`src/rtl/shift_pkg.sv`:
```
// Shared definitions for the multi-cycle shift sequencer: FSM state
// encoding, shift op codes, stage distances and stage-index helpers.
package shift_pkg;

    // 3-bit state encoding, one state per shift stage plus IDLE and DONE
    localparam logic [2:0] ST_IDLE = 3'd0;
    localparam logic [2:0] ST_S16  = 3'd1;
    localparam logic [2:0] ST_S8   = 3'd2;
    localparam logic [2:0] ST_S4   = 3'd3;
    localparam logic [2:0] ST_S2   = 3'd4;
    localparam logic [2:0] ST_S1   = 3'd5;
    localparam logic [2:0] ST_DONE = 3'd6;

    typedef enum logic [2:0] {
        IDLE = ST_IDLE,
        S16  = ST_S16,
        S8   = ST_S8,
        S4   = ST_S4,
        S2   = ST_S2,
        S1   = ST_S1,
        DONE = ST_DONE
    } state_t;

    // Op codes: logical left shift and arithmetic right shift
    typedef enum logic {
        SHIFT_SLL = 1'b0,
        SHIFT_SRA = 1'b1
    } shift_op_t;

    // Fixed shift distances of the five stages
    localparam int DIST_16 = 16;
    localparam int DIST_8  = 8;
    localparam int DIST_4  = 4;
    localparam int DIST_2  = 2;
    localparam int DIST_1  = 1;

    // Stage index k selects distance 2**k and shift-amount bit k
    localparam logic [2:0] STG_16 = 3'd4;
    localparam logic [2:0] STG_8  = 3'd3;
    localparam logic [2:0] STG_4  = 3'd2;
    localparam logic [2:0] STG_2  = 3'd1;
    localparam logic [2:0] STG_1  = 3'd0;

    // Map a stage state to its stage index; non-stage states return 0
    // and are never used to update the working register.
    function automatic logic [2:0] stage_index(input state_t s);
        logic [2:0] idx;
        idx = STG_1;
        case (s)
            S16:     idx = STG_16;
            S8:      idx = STG_8;
            S4:      idx = STG_4;
            S2:      idx = STG_2;
            S1:      idx = STG_1;
            default: idx = STG_1;
        endcase
        return idx;
    endfunction

    // True while a shift stage is executing
    function automatic logic is_stage_state(input state_t s);
        return (s == S16) || (s == S8) || (s == S4) || (s == S2) || (s == S1);
    endfunction

endpackage

```
`src/rtl/shift_sequencer_if.sv`:
```
// Request/response bundle of the shift sequencer. The requester (ALU
// side) uses the master modport, the sequencer uses the slave modport.
interface shift_sequencer_if #(
    parameter int DATA_W  = 32,
    parameter int SHAMT_W = 5
);

    logic               start;
    logic [DATA_W-1:0]  data_operandA;
    logic [SHAMT_W-1:0] ctrl_shiftamt;
    logic               ctrl_shiftop;
    logic [DATA_W-1:0]  data_result;
    logic               data_resultRDY;
    logic               busy;

    modport master (
        output start,
        output data_operandA,
        output ctrl_shiftamt,
        output ctrl_shiftop,
        input  data_result,
        input  data_resultRDY,
        input  busy
    );

    modport slave (
        input  start,
        input  data_operandA,
        input  ctrl_shiftamt,
        input  ctrl_shiftop,
        output data_result,
        output data_resultRDY,
        output busy
    );

endinterface

```
`src/rtl/shift_stage_mux.sv`:
```
// Combinational stage datapath: picks the fixed-distance shift of the
// working value for the current stage, either logical left (zero fill)
// or arithmetic right (sign fill).
module shift_stage_mux
    import shift_pkg::*;
#(
    parameter int DATA_W = 32
) (
    input  logic [DATA_W-1:0] value,
    input  logic [2:0]        stage,
    input  shift_op_t         op,
    output logic [DATA_W-1:0] shifted
);

    logic [DATA_W-1:0] sll16, sll8, sll4, sll2, sll1;
    logic [DATA_W-1:0] sra16, sra8, sra4, sra2, sra1;
    logic [DATA_W-1:0] selSll, selSra;

    // Fixed-distance shifters are pure wiring; only one is selected per cycle
    assign sll16 = value << DIST_16;
    assign sll8  = value << DIST_8;
    assign sll4  = value << DIST_4;
    assign sll2  = value << DIST_2;
    assign sll1  = value << DIST_1;

    assign sra16 = $signed(value) >>> DIST_16;
    assign sra8  = $signed(value) >>> DIST_8;
    assign sra4  = $signed(value) >>> DIST_4;
    assign sra2  = $signed(value) >>> DIST_2;
    assign sra1  = $signed(value) >>> DIST_1;

    // Select the shifter output belonging to the current stage, then the op
    always_comb begin
        selSll = value;
        selSra = value;
        case (stage)
            STG_16: begin
                selSll = sll16;
                selSra = sra16;
            end
            STG_8: begin
                selSll = sll8;
                selSra = sra8;
            end
            STG_4: begin
                selSll = sll4;
                selSra = sra4;
            end
            STG_2: begin
                selSll = sll2;
                selSra = sra2;
            end
            STG_1: begin
                selSll = sll1;
                selSra = sra1;
            end
            default: begin
                selSll = value;
                selSra = value;
            end
        endcase
        shifted = (op == SHIFT_SRA) ? selSra : selSll;
    end

endmodule

```
`src/rtl/shift_sequencer.sv`:
```
// Multi-cycle shift controller: walks one shift through stages of
// distance 16, 8, 4, 2, 1 (one per clock), applying a stage only when
// the matching shift-amount bit is set. Latency is fixed at six cycles
// from the start cycle to the result pulse, independent of the amount.
module shift_sequencer
    import shift_pkg::*;
#(
    parameter int DATA_W  = 32,
    parameter int SHAMT_W = 5
) (
    input  logic              clock,
    input  logic              reset,
    shift_sequencer_if.slave  bus
);

    state_t             state;
    state_t             stateNext;
    logic [DATA_W-1:0]  workReg;
    logic [DATA_W-1:0]  stageValue;
    logic [SHAMT_W-1:0] amtReg;
    shift_op_t          opReg;
    logic [2:0]         stageIdx;
    logic               stageActive;
    logic               startAccept;
    logic               applyStage;

    // A new request is taken only when no shift is in flight; starts seen
    // during the stage states are dropped without any indication.
    assign startAccept = bus.start && ((state == IDLE) || (state == DONE));
    assign stageIdx    = stage_index(state);
    assign stageActive = is_stage_state(state);
    assign applyStage  = stageActive && amtReg[stageIdx];

    shift_stage_mux #(
        .DATA_W (DATA_W)
    ) u_stage_mux (
        .value   (workReg),
        .stage   (stageIdx),
        .op      (opReg),
        .shifted (stageValue)
    );

    // State register; reset aborts any shift in flight immediately
    always_ff @(posedge clock or posedge reset) begin
        if (reset) begin
            state <= IDLE;
        end else begin
            state <= stateNext;
        end
    end

    // Next-state logic: fixed stage walk, DONE can restart back-to-back
    always_comb begin
        stateNext = state;
        case (state)
            IDLE:    stateNext = bus.start ? S16 : IDLE;
            S16:     stateNext = S8;
            S8:      stateNext = S4;
            S4:      stateNext = S2;
            S2:      stateNext = S1;
            S1:      stateNext = DONE;
            DONE:    stateNext = bus.start ? S16 : IDLE;
            default: stateNext = IDLE;
        endcase
    end

    // Capture the amount and op of an accepted request for the stage walk
    always_ff @(posedge clock or posedge reset) begin
        if (reset) begin
            amtReg <= '0;
            opReg  <= SHIFT_SLL;
        end else if (startAccept) begin
            amtReg <= bus.ctrl_shiftamt;
            opReg  <= shift_op_t'(bus.ctrl_shiftop);
        end
    end

    // Working register: loads the operand on start, then takes the stage
    // result only in stages whose amount bit is set; holds otherwise so
    // the result stays stable from DONE until the next accepted start.
    always_ff @(posedge clock or posedge reset) begin
        if (reset) begin
            workReg <= '0;
        end else if (startAccept) begin
            workReg <= bus.data_operandA;
        end else if (applyStage) begin
            workReg <= stageValue;
        end
    end

    // Output decode: busy over the five stages, result pulse in DONE
    always_comb begin
        bus.busy           = stageActive;
        bus.data_resultRDY = (state == DONE);
    end

    assign bus.data_result = workReg;

endmodule
```
`src/flat_wrapper.sv`:
```
// flat-port wrapper written by rule: the top's interface ports become plain ports
module shift_sequencer_flat import shift_pkg::*;
#(
    parameter int DATA_W  = 32,
    parameter int SHAMT_W = 5
)
  (clock, reset, bus_start, bus_data_operandA, bus_ctrl_shiftamt, bus_ctrl_shiftop, bus_data_result, bus_data_resultRDY, bus_busy);
  shift_sequencer_if #(.DATA_W(DATA_W), .SHAMT_W(SHAMT_W)) bus_i ();
  input  logic clock;
  input  logic reset;
  input wire logic [$bits(bus_i.start)-1:0] bus_start;
  input wire logic [$bits(bus_i.data_operandA)-1:0] bus_data_operandA;
  input wire logic [$bits(bus_i.ctrl_shiftamt)-1:0] bus_ctrl_shiftamt;
  input wire logic [$bits(bus_i.ctrl_shiftop)-1:0] bus_ctrl_shiftop;
  output wire logic [$bits(bus_i.data_result)-1:0] bus_data_result;
  output wire logic [$bits(bus_i.data_resultRDY)-1:0] bus_data_resultRDY;
  output wire logic [$bits(bus_i.busy)-1:0] bus_busy;
  assign bus_i.start = bus_start;
  assign bus_i.data_operandA = bus_data_operandA;
  assign bus_i.ctrl_shiftamt = bus_ctrl_shiftamt;
  assign bus_i.ctrl_shiftop = bus_ctrl_shiftop;
  assign bus_data_result = bus_i.data_result;
  assign bus_data_resultRDY = bus_i.data_resultRDY;
  assign bus_busy = bus_i.busy;
  shift_sequencer #(.DATA_W(DATA_W), .SHAMT_W(SHAMT_W)) u_core (.clock(clock), .reset(reset), .bus(bus_i));
endmodule
```
`config.mk`:
```
export PLATFORM = sky130hd
export DESIGN_NAME = shift_sequencer_flat
export DESIGN_NICKNAME = d
export VERILOG_FILES = /design/src/rtl/shift_pkg.sv /design/src/rtl/shift_sequencer_if.sv /design/src/rtl/shift_stage_mux.sv /design/src/rtl/shift_sequencer.sv /design/src/flat_wrapper.sv
export SDC_FILE = /design/constraint.sdc
export NUM_CORES = 1
export LEC_CHECK = 0
export ABC_AREA = 1
export CELL_PAD_IN_SITES_DETAIL_PLACEMENT = 2
export CELL_PAD_IN_SITES_GLOBAL_PLACEMENT = 2
export CORE_MARGIN = 5
export CORE_UTILIZATION = 29
export CTS_CLUSTER_SIZE = 25
export DETAILED_ROUTE_END_ITERATION = 8
export HOLD_SLACK_MARGIN = 0.05
export PLACE_DENSITY = 0.9
export SETUP_SLACK_MARGIN = 0.3
export SLEW_MARGIN = 10
export SYNTH_ARGS = -nofsm -noshare
export SYNTH_HDL_FRONTEND = slang
export SYNTH_SLANG_ARGS = --single-unit
```
`constraint.sdc`:
```
create_clock -name clock -period 3.22 [get_ports clock]
set_input_delay 0.805 -clock clock [delete_from_list [all_inputs] [get_ports clock]]
set_output_delay 0.805 -clock clock [all_outputs]
set_load 0.01 [all_outputs]
```
Yosys cells after proc, flatten, opt, wreduce, memory -nomap -nowiden

Cells that the tools add are included.

Order comparisons: 1
Equal/unequal tests: 11
Muxes and demuxes: 10
Reductions and logical operators: 14

Operator list:

| operator             | count |
|---|---|
| $pmux W32 S5         | 1 |
| $pmux W31 S5         | 1 |
| $mux W32             | 3 |
| $pmux W3 S6          | 1 |
| $eq A3 B2 Y1 const B | 4 |
| $eq A3 B3 Y1 const B | 4 |
| $pmux W3 S4          | 1 |
| $eq A3 B1 Y1 const B | 2 |
| $logic_not A3 Y1     | 2 |
| $reduce_bool A6 Y1   | 1 |
| $logic_or A1 B1 Y1   | 5 |
| $lt A3 B4 Y1 const B | 1 |
| $bmux W1 S3          | 1 |
| $reduce_and A3 Y1    | 1 |
| $logic_and A1 B1 Y1  | 2 |
| $mux W1              | 2 |
| $ne A2 B2 Y1 const B | 1 |
| $reduce_and A2 Y1    | 1 |
| $reduce_bool A2 Y1   | 1 |
| $reduce_or A2 Y1     | 1 |

Word-level logic and storage cells: 41
Flip-flop bits (word level): 41
Bits of input ports: 41

Logic depth before layout (Yosys ltp)

Depth after elaboration: 8
Gate-level depth with buffers: 15
Gate-level depth less buffers: 12

Hierarchy

From an unflattened synthesis, not the netlist that was laid out.

Cell total of the unflattened synthesis: 788
Area total of the unflattened synthesis: 4852.2 sq um

Modules (own cells, without submodules):

| module          | cells an instance | area an instance (sq um) | instances |
|---|---|---|---|
| shift_stage_mux | 567               | 2598.7                   | 1 |
| shift_sequencer | 221               | 2253.4                   | 1 |

Worst setup path before layout

No wires, ideal clock.

Kind: register -> output
Start: register u_core.state[0]
End: output port bus_busy
Slack: 1.386 ns
Arrival time: 1.029 ns
Cell stages (with the launch flop): 7
Required time: 2.415 ns
Path through: dfrtp_1 buf_4 nor2_4 nand2_2 nand2_4 nor2_8 nand2_2

Longest elaborated chain between the ends: 5
Elaborated cells on any way between the ends: 9
Those cells by class: eq/ne: 5; reduce/logical: 4

Ends and longest elaborated chain:

| item                                                | RTL line              | text |
|---|---|---|
| start, declared                                     | shift_sequencer.sv:16 | `state_t state;` |
| start signal, assigned                              | shift_sequencer.sv:48 | `state <= stateNext;` |
| $eq A3 B1 Y1 / $eq A3 B2 Y1 (equally long branches) | shift_pkg.sv:62       | `return (s == S16) \|\| (s == S8) \|\| (s == S4) \|\| (s == S2) \|\| (s == S1);` |
| $logic_or A1 B1 Y1 (3 in series)                    | shift_pkg.sv:62       |  |
| $logic_or A1 B1 Y1 (*)                              | shift_pkg.sv:62       |  |
| end, declared                                       | flat_wrapper.sv:17    | `output wire logic [$bits(bus_i.busy)-1:0] bus_busy;` |

Mark *: on every way between the ends. The rest lies on a longest branch, timed or not.

Worst setup path in the final report

Start: register u_core.state[2]
End: output port bus_busy

The elaborated chain is that of the path after synthesis.

==> run summary <==
The core region is 13300 um^2. The run gives 5 as the TritonCTS buffer count. The tools report the endpoint of the most critical register-to-register path as u_core.bus.data_result[27]. Of all nets on the critical path, the largest fanout is 13. STA classifies the critical path endpoint as an output pin. Critical setup path kind: flip-flop to output pin. In this run, the number of DRC markers left after iteration 0 of detailed routing was 370. Startpoint of the most critical hold path: u_core.amtReg[2]. The antenna diode count is 0, and the longest individual stage delay on the worst path is 560 ps. Setup repair after global routing left no endpoint under its margin. The top cell types in the final layout, fill and taps aside, are nand2_1, nand3_1, clkdlybuf4s50_1.

Summing all flip-flop and latch instances after layout gives 1030 um^2. The kind of cell adding the most delay to the critical path is buffers and inverters. The synthesized design contains 41 register bits. On the critical path, the stage with the largest delay is an instance of clkdlybuf4s50_1.

Fill cells in the final layout number 1668. The top-area cell type share of the netlist area was 0.260; the area added between synthesis and finish was 25.3%. The setup TNS is 0 ps, and the maximum VDD drop is 0.913 mV. Static timing analysis puts the maximum clock frequency at 353 MHz. The longest clock path from root to sink contains 2 buffers. TritonCTS built the clock tree.

The critical path arrival is 2030 ps, and the source-to-sink clock delay at the later pin of the worst-skew pair is 310 ps. The switching power as a share of total power was 0.595. The clock net in this run drives a total of 41 sinks. The netlist uses 28 different library cells.

The detail route stage leaves a number of antenna-violating nets equal to 0. The number of nets in the synthesized netlist is 730. The critical path goes through inv_4 > nand3_2 > nand2_4 > nor2_8 > nand2_2 > clkdlybuf4s50_1. The number of buffers and inverters on the critical path is 2. The minimum clock period after layout came out at 2840 ps.

Along the worst hold path, the cell count comes to 2. The number of primary I/O pins was 75; the hold violation count in the final report was 0. Design internal power: 2.51 mW.

The floorplan die width works out to 127 um. Synthesis produced a netlist whose cell count is 689. The share of layout cells above drive strength 1 came out at 0.0737. The via count of the first global-routing pass was 5416. The tools report the clock group share of total power as 0.085. The library cell used most frequently in the layout, excluding fill and tap cells, is nand2_1. After the last flow step, the layout net total stands at 786.

The path category of the worst min-delay check is flip-flop to flip-flop. The average wire per cell in the routed design came out at 22.4 um. At the end of routability-driven placement, the weighted congestion stood at 0.992. The die span in y was 127 um. After detailed routing, the number of remaining DRC violations is 0. The startpoint identified for the worst register-to-register timing path is u_core.state[2]. The reported leakage power was 2.45 nW. The total wire length was 20700 um; the fraction of registers with async set or reset after synthesis was 1.00. The number of cells traversed by the worst register-to-register path is 13.

The tools report the register area share after synthesis as 0.260. Across the run, the number of max-cap violations was 0. The clock transition at the register clock pins on the worst setup and hold paths after CTS came out at 70 ps.

STA classifies the critical path startpoint as a flip-flop. The total die area came out at 16000 um^2. In the synthesized netlist the dominant register cell turns out to be dfrtp_1. For the number of search-and-repair iterations in the first detailed-routing pass, the log shows 5. The number of hold-repair buffers added at the cts stage is 0. In this run the number of H-tree levels came out at 2. The total power divided by cell area is 1250 nW/um^2, and the post-route fraction of the period consumed by the critical path is 0.881. Data on the critical path is required at its endpoint by 2410 ps.

Across all register-to-register paths, the minimum setup slack is 660 ps. The largest total area in the synthesized netlist belongs to dfrtp_1. The first global-routing pass estimated 32500 um of wire. For this run, the number of Yosys warnings is 0. The slew at the pin closest to its max-slew limit works out to 674 ps. The floorplan has 42 rows. The count of final setup violators is 0, and the cell area after synthesis is 3950 um^2. The final-report max-slew violation count is 0, and the headroom to the max-slew limit is 0.548.

Clock skew on the completed layout was measured at 6.20 ps. The number of buffer cells added on primary ports works out to 74. Yosys attributes the largest share of cell area to dfrtp_1, nand2_1, nand3_1. For the sequential group share of total power, the log shows 0.200.

The run finished with clean final reports. The tools report the clock tree root buffer cell as clkbuf_16. The mean post-synth cell area is 5.73 um^2. In the final layout, the multi-input gates occupy 2480 um^2. The overall overflow remaining after global route was 0; the switching power of the nets was 3.69 mW.

Share of total power in combinational logic: 0.715. The effective utilization at floorplan came out at 0.297. The number of antenna violations at the first check in global routing is 0. The pin count of the biggest net entering global routing was 31; the via density per instance was 5.45.

The overall fraction of global-route tracks in use was 0.261; the routed via count was 5022. The completed layout was analyzed and its total power is 6.20 mW. For hold timing, the worst endpoint is u_core.amtReg[2].

In this run, synthesis inferred 0 flip-flops with an integrated enable. The HPWL after detailed placement came out at 15900 um.
-- worst reg2reg max path, stage by stage (launching register included) --
cell and delay, ps:
dfrtp_2 480, inv_4 120, nand3_2 130, buf_4 210
nand2_1 150, nor2_1 240, nand2_1 80, nand2_1 70
nand2_1 60, nand2_2 80, nand2_4 140, inv_2 490
nand2_1 160, nand2_1 90
-- per-layer routing --
metal  vias to the layer above  global-route usage  part of all wire  routed length [um]
li1                       2319                   -                 -                   -
met1                      2504               0.357              0.45                9210
met2                       170               0.430              0.48                9860
met3                        29              0.0412             0.056                1150
met4                         0              0.0669             0.023                 472
met5                         -                   0                 0                   0
-- power by group through the flow --
stage	Combinational [mW]	Clock (mW)	Sequential (mW)
after floorplan	2.87	0	1.06
after global placement	4.20	0	1.22
after detailed placement	4.38	0	1.23
after CTS	4.43	0.541	1.23
after global routing	4.86	0.563	1.28
final	4.43	0.528	1.24
-- synthesized netlist by cell type, types with 2 or more instances --
| cell type | instances |
|---|---|
| nand3_2 | 2 |
| a21oi_1 | 45 |
| nand2_4 | 3 |
| nor3_1 | 2 |
| nor2_1 | 71 |
| clkbuf_1 | 15 |
| nand2_1 | 266 |
| buf_4 | 3 |
| inv_1 | 50 |
| dfrtp_1 | 41 |
| nand3_1 | 78 |
| nand4_1 | 21 |
| nand3b_1 | 13 |
| or2_2 | 9 |
| buf_6 | 5 |
| buf_2 | 17 |
| nand2_2 | 5 |
| o21ai_0 | 29 |
| inv_2 | 5 |
-- worst max path at each step --
stage                               start                         end  slack, ps  depth (start not counted)
final                     u_core.state[2]                    bus_busy        380                          6
after global routing      u_core.state[2]                    bus_busy        310                          6
after CTS                 u_core.state[2]                    bus_busy        380                          6
after detailed placement  u_core.state[2]                    bus_busy        470                          6
after global placement          bus_start  u_core.bus.data_result[28]        600                          9
after floorplan           u_core.state[0]                    bus_busy       1390                          6
-- timing repair --
item | in CTS | in global routing
gates resized for setup | 3 | 0
endpoints found under the setup margin | 1 | 0
buffers inserted | 1 | 0
endpoints found under the hold margin | 0 | 0
-- layout make-up --
type | count | area share
Tap cell | 176 | 0.0445
Sequential cell | 41 | 0.208
Clock inverter | 2 | 0.00202
Clock buffer | 6 | 0.0261
Multi-Input combinational cell | 551 | 0.502
Inverter | 56 | 0.0430
Timing Repair Buffer | 90 | 0.174
-- flip-flops by register name (all words and copies together), names as in the netlist --
name                    cells
u_core.bus.data_result     32
u_core.opReg                1
u_core.amtReg               5
u_core.state                3
-- per-stage QoR --
stage | instance area (um^2) | utilization | cells | setup slack [ps] | hold WS (ps)
after CTS | 4940 | 0.372 | 922 | 377 | 505
final | 4940 | 0.372 | 922 | 383 | 497
after floorplan | 3950 | - | 689 | 1390 | 441
after global placement | 4790 | 0.361 | 913 | 601 | 476
after global routing | 4940 | 0.372 | 922 | 314 | 541
after detailed placement | 4790 | 0.361 | 913 | 467 | 486
-- kinds of logic after synthesis --
| group | count (synthesis) | share of synthesized area |
|---|---|---|
| AO/OA/AOI/OAI | 77 | 0.0993 |
| buffers and inverters | 97 | 0.111 |
| AND/OR/NAND/NOR | 474 | 0.530 |
| flip-flops | 41 | 0.260 |
Note: power is estimated with default switching activity, not from simulation.
